<file path="config.mk">
export PLATFORM = sky130hd
export DESIGN_NAME = dsp_mem_deframer
export DESIGN_NICKNAME = d
export VERILOG_FILES = /design/src/rtl/dsp_mem_deframer_pkg.sv /design/src/rtl/dsp_mem_deframer_sync_det.sv /design/src/rtl/dsp_mem_deframer.sv
export SDC_FILE = /design/constraint.sdc
export NUM_CORES = 1
export LEC_CHECK = 0
export CAP_MARGIN = 0
export CORE_UTILIZATION = 50
export DETAILED_ROUTE_END_ITERATION = 8
export PLACE_DENSITY = 0.79
export SYNTH_ARGS = -nofsm -noshare
export SYNTH_HDL_FRONTEND = slang
export SYNTH_SLANG_ARGS = --single-unit
</file>
<file path="constraint.sdc">
create_clock -name i_clk -period 4 [get_ports i_clk]
set_input_delay 0.8 -clock i_clk [delete_from_list [all_inputs] [get_ports i_clk]]
set_output_delay 0.8 -clock i_clk [all_outputs]
set_load 0.1 [all_outputs]
</file>
<file path="src/rtl/dsp_mem_deframer_pkg.sv">
`default_nettype none
// ============================================================================
//  Module      : dsp_mem_deframer_pkg
//  Description : Shared FSM state encoding and default sizing constants for
//                the memory-readout deframer.
//  Revision    : 1.0 - initial release
// ============================================================================
package dsp_mem_deframer_pkg;

    localparam int c_FRAME_LENGTH = 64;
    localparam int c_WORD_WIDTH   = 32;
    localparam int c_COUNT_WIDTH  = 16;

    typedef enum logic [2:0] {
        ST_IDLE    = 3'd0,
        ST_HUNT    = 3'd1,
        ST_PAYLOAD = 3'd2,
        ST_CHECK   = 3'd3,
        ST_DONE    = 3'd4
    } state_t;

endpackage
`default_nettype wire

</file>
<file path="src/rtl/dsp_mem_deframer_sync_det.sv">
`default_nettype none
// ============================================================================
//  Module      : dsp_mem_deframer_sync_det
//  Description : Serial shift register and syncword comparator; the match
//                includes the bit being shifted in this cycle.
//  Revision    : 1.0 - initial release
// ============================================================================
module dsp_mem_deframer_sync_det
    import dsp_mem_deframer_pkg::*;
#(
    parameter int FrameLength = c_FRAME_LENGTH
) (
    input  logic                   i_clk,
    input  logic                   i_rst,
    input  logic                   i_clr,
    input  logic                   i_shift,
    input  logic                   i_bit,
    input  logic [FrameLength-1:0] i_syncword,
    output logic                   o_match,
    output logic                   o_last
);

    localparam int c_FILL_W = $clog2(FrameLength + 1);

    // Only the FrameLength-1 most recent bits are stored; the live bit
    // completes the FrameLength-bit window.
    logic [FrameLength-2:0] r_hist;
    logic [c_FILL_W-1:0]    r_fill;
    logic [FrameLength-1:0] w_window;
    logic                   w_full_now;

    assign w_window   = {r_hist, i_bit};
    assign w_full_now = (r_fill >= c_FILL_W'(FrameLength - 1));
    assign o_match    = i_shift && w_full_now && (w_window == i_syncword);
    assign o_last     = i_shift && (r_fill == c_FILL_W'(FrameLength - 1));

    always_ff @(posedge i_clk) begin
        if (i_rst || i_clr) begin
            r_hist <= '0;
            r_fill <= '0;
        end else if (i_shift) begin
            r_hist <= w_window[FrameLength-2:0];
            if (r_fill != c_FILL_W'(FrameLength)) begin
                r_fill <= r_fill + c_FILL_W'(1);
            end
        end
    end

endmodule
`default_nettype wire

</file>
<file path="src/rtl/dsp_mem_deframer.sv">
`default_nettype none
// ============================================================================
//  Module      : dsp_mem_deframer
//  Description : Hunts a syncword in a serial memory readout, assembles the
//                payload into words and optionally verifies the postamble.
//                Postamble check built only with DSP_MEM_DEFRAMER_POSTCHK_EN.
//  Revision    : 1.0 - initial release
// ============================================================================
module dsp_mem_deframer
    import dsp_mem_deframer_pkg::*;
#(
    parameter int FrameLength = c_FRAME_LENGTH,
    parameter int WordWidth   = c_WORD_WIDTH,
    parameter int CountWidth  = c_COUNT_WIDTH
) (
    input  logic                   i_clk,
    input  logic                   i_rst,
    input  logic                   i_bit,
    input  logic                   i_bit_vld,
    input  logic                   i_start,
    input  logic [FrameLength-1:0] i_cfg_syncword,
    input  logic [CountWidth-1:0]  i_cfg_payload_words,
    input  logic [CountWidth-1:0]  i_cfg_hunt_max,
    output logic [WordWidth-1:0]   o_word,
    output logic                   o_word_vld,
    output logic                   o_busy,
    output logic                   o_done,
    output logic                   o_err_hunt,
    output logic                   o_err_post
);

    localparam int c_BIT_W = $clog2(WordWidth);

`ifdef DSP_MEM_DEFRAMER_POSTCHK_EN
    localparam state_t c_AFTER_PAYLOAD = ST_CHECK;
    localparam logic   c_AFTER_DONE    = 1'b0;
`else
    localparam state_t c_AFTER_PAYLOAD = ST_DONE;
    localparam logic   c_AFTER_DONE    = 1'b1;
`endif

    state_t                 r_state;
    logic [FrameLength-1:0] r_cfg_sync;
    logic [CountWidth-1:0]  r_cfg_words;
    logic [CountWidth-1:0]  r_cfg_hunt_max;
    logic [CountWidth-1:0]  r_hunt_cnt;
    logic [CountWidth-1:0]  r_word_cnt;
    logic [c_BIT_W-1:0]     r_bit_cnt;
    logic [WordWidth-2:0]   r_word_sr;
    logic [WordWidth-1:0]   r_word;
    logic                   r_word_vld;
    logic                   r_busy;
    logic                   r_done;
    logic                   r_err_hunt;
`ifdef DSP_MEM_DEFRAMER_POSTCHK_EN
    logic                   r_err_post;
`endif

    logic                   w_det_shift;
    logic                   w_det_clr;
    logic                   w_match;
    logic                   w_last;
    logic [CountWidth-1:0]  w_hunt_cnt_inc;
    logic [CountWidth-1:0]  w_word_cnt_inc;
    logic [WordWidth-1:0]   w_word_full;

    assign w_det_shift    = i_bit_vld && ((r_state == ST_HUNT) || (r_state == ST_CHECK));
    // Detector is held empty outside HUNT/CHECK so CHECK needs a fresh full window.
    assign w_det_clr      = !((r_state == ST_HUNT) || (r_state == ST_CHECK))
                            || ((r_state == ST_HUNT) && w_match);
    assign w_hunt_cnt_inc = (r_hunt_cnt == '1) ? r_hunt_cnt : r_hunt_cnt + CountWidth'(1);
    assign w_word_cnt_inc = (r_word_cnt == '1) ? r_word_cnt : r_word_cnt + CountWidth'(1);
    assign w_word_full    = {r_word_sr, i_bit};

    dsp_mem_deframer_sync_det #(
        .FrameLength (FrameLength)
    ) u_sync_det (
        .i_clk      (i_clk),
        .i_rst      (i_rst),
        .i_clr      (w_det_clr),
        .i_shift    (w_det_shift),
        .i_bit      (i_bit),
        .i_syncword (r_cfg_sync),
        .o_match    (w_match),
        .o_last     (w_last)
    );

    always_ff @(posedge i_clk) begin
        if (i_rst) begin
            r_state        <= ST_IDLE;
            r_cfg_sync     <= '0;
            r_cfg_words    <= '0;
            r_cfg_hunt_max <= '0;
            r_hunt_cnt     <= '0;
            r_word_cnt     <= '0;
            r_bit_cnt      <= '0;
            r_word_sr      <= '0;
            r_word         <= '0;
            r_word_vld     <= 1'b0;
            r_busy         <= 1'b0;
            r_done         <= 1'b0;
            r_err_hunt     <= 1'b0;
`ifdef DSP_MEM_DEFRAMER_POSTCHK_EN
            r_err_post     <= 1'b0;
`endif
        end else begin
            r_word_vld <= 1'b0;
            case (r_state)
                ST_IDLE, ST_DONE: begin
                    if (i_start) begin
                        r_state        <= ST_HUNT;
                        r_busy         <= 1'b1;
                        r_done         <= 1'b0;
                        r_err_hunt     <= 1'b0;
`ifdef DSP_MEM_DEFRAMER_POSTCHK_EN
                        r_err_post     <= 1'b0;
`endif
                        r_cfg_sync     <= i_cfg_syncword;
                        r_cfg_words    <= i_cfg_payload_words;
                        r_cfg_hunt_max <= i_cfg_hunt_max;
                        r_hunt_cnt     <= '0;
                        r_word_cnt     <= '0;
                        r_bit_cnt      <= '0;
                        r_word_sr      <= '0;
                    end
                end
                ST_HUNT: begin
                    if (i_bit_vld) begin
                        r_hunt_cnt <= w_hunt_cnt_inc;
                        // A match on the last counted bit wins over the timeout.
                        if (w_match) begin
                            if (r_cfg_words == '0) begin
                                r_state <= c_AFTER_PAYLOAD;
                                r_busy  <= !c_AFTER_DONE;
                                r_done  <= c_AFTER_DONE;
                            end else begin
                                r_state <= ST_PAYLOAD;
                            end
                        end else if ((r_cfg_hunt_max != '0) && (w_hunt_cnt_inc >= r_cfg_hunt_max)) begin
                            r_state    <= ST_DONE;
                            r_busy     <= 1'b0;
                            r_done     <= 1'b1;
                            r_err_hunt <= 1'b1;
                        end
                    end
                end
                ST_PAYLOAD: begin
                    if (i_bit_vld) begin
                        if (r_bit_cnt == c_BIT_W'(WordWidth - 1)) begin
                            r_word     <= w_word_full;
                            r_word_vld <= 1'b1;
                            r_bit_cnt  <= '0;
                            r_word_sr  <= '0;
                            r_word_cnt <= w_word_cnt_inc;
                            if (w_word_cnt_inc >= r_cfg_words) begin
                                r_state <= c_AFTER_PAYLOAD;
                                r_busy  <= !c_AFTER_DONE;
                                r_done  <= c_AFTER_DONE;
                            end
                        end else begin
                            r_word_sr <= w_word_full[WordWidth-2:0];
                            r_bit_cnt <= r_bit_cnt + c_BIT_W'(1);
                        end
                    end
                end
                ST_CHECK: begin
                    if (w_last) begin
`ifdef DSP_MEM_DEFRAMER_POSTCHK_EN
                        r_err_post <= !w_match;
`endif
                        r_state <= ST_DONE;
                        r_busy  <= 1'b0;
                        r_done  <= 1'b1;
                    end
                end
                default: begin
                    r_state <= ST_IDLE;
                    r_busy  <= 1'b0;
                    r_done  <= 1'b0;
                end
            endcase
        end
    end

    assign o_word     = r_word;
    assign o_word_vld = r_word_vld;
    assign o_busy     = r_busy;
    assign o_done     = r_done;
    assign o_err_hunt = r_err_hunt;
`ifdef DSP_MEM_DEFRAMER_POSTCHK_EN
    assign o_err_post = r_err_post;
`else
    assign o_err_post = 1'b0;
`endif

endmodule
`default_nettype wire

</file>
-- Yosys cells after proc, flatten, opt, wreduce, memory -nomap -nowiden
Cells that the tools add are included.
- output and inout port bits: 37
- logic and storage cells: 120
- bits of input ports: 101
- bits in registers: 273
- bitwise operators: 2
- equality and inequality tests: 20
- reduce and logical (&&, ||, !) cells: 26
- add/subtract/negate cells: 4
- order comparisons: 3
- multiplexer cells: 50
- operators with widths (kind ; number):
    16-bit two-way mux ; 6
    31-bit two-way mux ; 3
    64-bit equality test ; 1
    16-bit case mux with 2 select lines ; 2
    31-bit case mux with 2 select lines ; 1
    16-bit by 1-bit adder with 16-bit output, second input constant ; 2
    16-bit equality test, second input constant ; 2
    16-bit >= comparator ; 2
    3-bit two-way mux ; 9
    1-bit two-way mux ; 21
    16-bit logical NOT ; 1
    16-bit nonzero test ; 1
    5-bit two-way mux ; 3
    2-bit inequality test, second input constant ; 6
    3-bit case mux with 4 select lines ; 1
    5-bit case mux with 2 select lines ; 1
    3-bit AND reduction ; 3
    1-bit case mux with 4 select lines ; 2
    8-bit AND reduction ; 1
    7-bit by 1-bit adder with 7-bit output, second input constant ; 1
    7-bit by 6-bit equality test with 1-bit output, second input constant ; 1
    7-bit by 6-bit >= comparator with 1-bit output, second input constant ; 1
    7-bit inequality test, second input constant ; 1
    7-bit AND reduction ; 1
    other kinds (19) ; 32

-- Longest topological paths before layout
- depth after elaboration: 8
- depth in mapped cells: 15
- gate-level depth less buffers: 15

-- By module
From an unflattened synthesis, not the netlist that was laid out.
- cells, all modules: 1491
- area total of the unflattened synthesis: 12231.7 um^2
- by module, submodules not included (module ; sequential area each (um^2) ; area an instance (um^2) ; instances ; cells each):
    dsp_mem_deframer ; 4063.9 ; 8962.3 ; 1 ; 1147
    dsp_mem_deframer_sync_det ; 1401.3 ; 3269.4 ; 1 ; 344

-- Worst setup path after synthesis
OpenSTA, ideal clock, no wires.
- path kind: reg2reg
- start: reg r_hunt_cnt[4]
- end: reg r_done (netlist: o_done)
- slack: 0.722 ns
- required time: 3.928 ns
- library setup time: 0.072 ns
- path buffers: 2
- clock period less this slack: 3.278 ns
- cell stages (with the launch flop): 15
- arrival: 3.206 ns
- cells stage by stage: dfxtp_1 > buf_2 > and4_4 > nand4_4 > or4_1 > buf_2 > xnor2_1 > ha_1 > nand2b_1 > a2111o_1 > a221oi_1 > o211a_1 > o22ai_1 > nand3b_1 > mux2i_1
- cells in the longest elaborated chain, start to end: 6
- elaborated cells on any way between the ends: 7
- those cells by class: 1 x add/sub; 1 x order compare; 2 x eq/ne; 1 x mux; 2 x reduce/logical
- ends and longest elaborated chain (element ; line ; RTL):
    start, declared ; dsp_mem_deframer.sv:46 ; logic [CountWidth-1:0] r_hunt_cnt;
    start signal, assigned ; dsp_mem_deframer.sv:129 ; r_hunt_cnt <= w_hunt_cnt_inc;
    16-bit by 1-bit adder with 16-bit output / 16-bit equality test (equally long branches) ; dsp_mem_deframer.sv:71 ; assign w_hunt_cnt_inc = (r_hunt_cnt == '1) ? r_hunt_cnt : r_hunt_cnt + CountWidth'(1);
    16-bit two-way mux (*) ; dsp_mem_deframer.sv:71 ;
    16-bit >= comparator (*) ; dsp_mem_deframer.sv:139 ; end else if ((r_cfg_hunt_max != '0) && (w_hunt_cnt_inc >= r_cfg_hunt_max)) begin
    1-bit logical AND (*) ; dsp_mem_deframer.sv:139 ;
    3-bit by 2-bit inequality test with 1-bit output (no source line) (*) ; - ;
    8-bit AND reduction (no source line) (*) ; - ;
    end signal, assigned ; dsp_mem_deframer.sv:135 ; r_done <= c_AFTER_DONE;
    end signal, assigned ; dsp_mem_deframer.sv:158 ; r_done <= c_AFTER_DONE;
    end, declared ; dsp_mem_deframer.sv:53 ; logic r_done;
Every way passes the cells marked *; elsewhere a longest branch is shown, timed or not.
A chain may end at the register's enable or synchronous reset.

-- Worst setup path in the final report
Ends and elaborated chain as after synthesis.

==> results.toml <==
[grt]
antenna_found_initial = 2
grt_overflow_total = 0
maximum_number_of_pins_on_one_net_before_global_route_repair = 89
vias_in_the_first_global_route = 9850
grt.total_usage = 0.2370
grt_first_pass_wirelength_microns = 47520

[power_and_ir_drop]
power.static_leakage_nw = 5.253
p_per_area_nw_per_um2 = 426.1
finalPower_w = 0.006224
irDropWorstVdd_uv = 257.7

[final_layout]
multi_input_area_sq_um = 6058
layout.nets = 1788
final_util = 0.6204
syn_to_final_growth_pct = 21.55
share_of_post_route_cells_with_drive_strength_above_1 = 0.05266
ff_latch_area_sq_um = 5465
layout.filler_cells = 2065

[critical_path]
worst_setup_path_start_kind = "flop"
critPathMaxStageDelay_ns = 0.60
critical_path.cell_chain = "and4_4 > nand4_4 > or4_4 > xnor2_1 > ha_1 > nand2b_1 > a2111o_1 > a221oi_1 > o211a_1 > o22ai_1 > nand3b_1 > mux2i_1"
crit_slowest_cell = "sky130_fd_sc_hd__or4_4"
crit_path_end_kind = "flop"
worst_ep_arrival_time_ns = 4.17
timing.critical_path.fanout_max = 8
critPathKind = "reg2reg"
critical_path_required_ns = 4.47

[clocking]
holdBufCountCts = 0
cts_buffer_depth = 3
cts_root_buf = "sky130_fd_sc_hd__clkbuf_16"
cts.sink_count = 273
numCtsBuffers = 29
clkLatencyLatePin_ns = 0.54
ctsHtreeMaxLevel = 1
path_clk_slew_ns = 0.06
tritoncts = "done"
post-cts-setup-buffer-count = 0

[run]
timing.max_cap.violations = 0

[logic_synthesis]
mappedNetlistArea_sq_um = 12020
synthSimpleGateAreaFrac = 0.2459
synth_nets = 1694
register_area_share_after_synthesis = 0.4548
synth_fa_ha_area_frac = 0.03957
synth_top_family_by_area = "simple AND/OR/NAND/NOR gates"
synth_seq_cells = 273
muxShareOfSynthArea = 0.003644
ys_dominant_reg_cell = "sky130_fd_sc_hd__dfxtp_1"
synthXorXnorAreaFrac = 0.06851
synth-compound-area-share = 0.1440
yosysWarningCount = 0
synthesized_instance_count = 1555
netlist-cell-type-count = 60
synth_enable_flop_cells = 0
syn_area_per_cell_sq_um = 7.728
synthArstFlopShare = 0

[timing]
fin_crit_ns = 3.704
final_hold_viol_count = 0
fin_tns_setup_ns = 0
timing.fmax_mhz = 270.0
maxSlewHeadroom = 0.2671
timing_max_transition_violations_final = 0
clock-skew-final_ns = 0.006905
final-setup-viol-count = 0
rsz0062_at_grt = "no"
worst_pin_slew_ns = 1.091
fin_ws_ns = 0.2962
post-route-period-util = 0.9259

[die]
die_w_microns = 157.0
fp.coreArea_sq_um = 23540
die_height_microns = 157.0
number_of_placed_i_o_pins = 138
initial_utilization = 0.5104
std_cell_rows = 56
floorplan.die_area_sq_um = 24660

[route]
post_drt_via_cell_ratio = 5.376
drt_iter0_markers = 818
routed_wl_microns = 29420
vias = 10700
drt_pass1_iterations = 7
detail_route.drc_violations = 0
routedWlPerCell_microns = 14.78
ant_nets = 0

[place]
port_buffers = 136
dpl.hpwl_microns = 19620
place.gp.congestion = 0.8683
dp_worst_setup_slack_ns = 0.2806

[min_path]
min-delay-path-class = "reg2reg"

[outcome]
run_status = "completed"
==> synthesized netlist by cell type, drive strengths merged, types with 3 or more instances <==
library cell / instances / area, sq um
buf: 21 / 106.4
a21oi: 252 / 1265
or3: 8 / 50.05
nand2b: 7 / 51.30
inv: 43 / 161.4
and2: 3 / 21.27
xor2: 33 / 289.0
nor3: 13 / 65.06
xnor2: 61 / 534.3
nor2: 60 / 225.2
mux2: 3 / 33.78
a22oi: 7 / 52.55
and3: 11 / 78.82
nand2: 503 / 1888
ha: 38 / 475.5
o21ai: 29 / 145.1
nand3: 22 / 110.1
nor4: 25 / 162.6
nor3b: 3 / 22.52
dfxtp: 273 / 5465
o21a: 3 / 22.52
a31oi: 9 / 56.30
clkbuf: 67 / 251.5
nand4: 28 / 205.2
==> layout by cell type (no fill, tap or decap), types with 4 or more instances in the layout <==
master | synthesis | layout
sky130_fd_sc_hd__xor2_1 | 33 | 33
sky130_fd_sc_hd__nand2_1 | 503 | 502
sky130_fd_sc_hd__a21oi_1 | 251 | 251
sky130_fd_sc_hd__o21ai_0 | 24 | 24
sky130_fd_sc_hd__dfxtp_1 | 273 | 273
sky130_fd_sc_hd__and3_1 | 9 | 9
sky130_fd_sc_hd__ha_1 | 38 | 38
sky130_fd_sc_hd__buf_4 | 1 | 15
sky130_fd_sc_hd__inv_1 | 42 | 42
sky130_fd_sc_hd__clkinv_2 | 0 | 5
sky130_fd_sc_hd__nor3_1 | 13 | 13
sky130_fd_sc_hd__nand3_1 | 22 | 21
sky130_fd_sc_hd__nand4_1 | 26 | 26
sky130_fd_sc_hd__xnor2_1 | 61 | 61
sky130_fd_sc_hd__a31oi_1 | 9 | 9
sky130_fd_sc_hd__a22oi_1 | 7 | 7
sky130_fd_sc_hd__or3_1 | 8 | 6
sky130_fd_sc_hd__clkdlybuf4s50_1 | 0 | 135
sky130_fd_sc_hd__nand2b_1 | 6 | 6
sky130_fd_sc_hd__bufinv_16 | 0 | 4
sky130_fd_sc_hd__clkbuf_8 | 0 | 10
sky130_fd_sc_hd__o21ai_1 | 5 | 5
sky130_fd_sc_hd__clkbuf_16 | 0 | 29
sky130_fd_sc_hd__nor4_1 | 24 | 24
sky130_fd_sc_hd__nor2_1 | 60 | 60
==> sequential cells by signal, indices dropped and copies added, names as in the netlist <==
| name | count |
|---|---|
| r_word_cnt | 16 |
| o_busy | 1 |
| o_word_vld | 1 |
| u_sync_det.r_fill | 7 |
| r_state | 3 |
| r_cfg_sync | 64 |
| o_word | 32 |
| u_sync_det.r_hist | 63 |
| r_hunt_cnt | 16 |
| r_cfg_words | 16 |
| o_done | 1 |
| r_cfg_hunt_max | 16 |
| r_word_sr | 31 |
| r_bit_cnt | 5 |
| o_err_hunt | 1 |
==> stage by stage <==
| stage | std cells | instance area, sq um | hold WS (ns) |
|---|---|---|---|
| after CTS | 1990 | 14600 | 0.4570 |
| final | 1991 | 14610 | 0.4542 |
| after detailed placement | 1937 | 13560 | 0.4488 |
| after global placement | 1937 | 13560 | 0.4433 |
| after floorplan | 1555 | 12020 | 0.4322 |
| after global routing | 1991 | 14610 | 0.4795 |
==> worst paths after layout <==
path            startpoint        end  slack [ns]  cells past startpoint
min              o_word[8]  o_word[8]        0.45                      2
max reg2reg  r_hunt_cnt[4]     o_done        0.30                     12
max          r_hunt_cnt[4]     o_done        0.30                     12
min reg2reg      o_word[8]  o_word[8]        0.45                      2
==> layout make-up <==
cell class	count	share of cell area
multi-input combinational	1151	0.4148
timing repair buffer	151	0.1016
clock inverter	11	0.01105
clock buffer	42	0.05988
inverter	43	0.01105
tap	319	0.02733
antenna	1	0.0001713
sequential	273	0.3742
==> layer usage <==
metal	vias to the layer above	wire length, microns	track usage
li1	5368	-	-
met1	4966	12930	0.3095
met2	310	13900	0.3987
met3	58	1817	0.03827
met4	2	755	0.07675
met5	-	16	0
==> report_power, final <==
group	leakage, nW	switching, W	internal (W)
sequential	2.22	0.0000609	0.00279
combinational	2.52	0.000320	0.000218
clock	0.513	0.00107	0.00177
total	5.25	0.00145	0.00477
==> worst max-delay path: cells and delay by family, from the launching register on <==
family | cells | cell delay [ns]
adder cells (fa/ha/maj) | 1 | 0.27
XOR/XNOR | 1 | 0.15
AO/OA/AOI/OAI | 4 | 1.13
multiplexers | 1 | 0.21
AND/OR/NAND/NOR | 5 | 1.42
flip-flops | 1 | 0.46
==> logic make-up (layout without fill, tap and decap cells) <==
family,count (synthesis),in the layout
DFF,273,273
xor gates and xnor gates,94,94
and+or+nand+nor,692,692
other,1,2
AOI/OAI and AO/OA,322,322
adders and majority gates,38,38
muxes,4,4
buffers and inverters,131,247
==> timing repair <==
action	CTS	global route
setup endpoints to repair	0	2
endpoints found under the hold margin	0	0
gates resized for setup	0	2
Note: power is estimated with default switching activity, not from simulation.
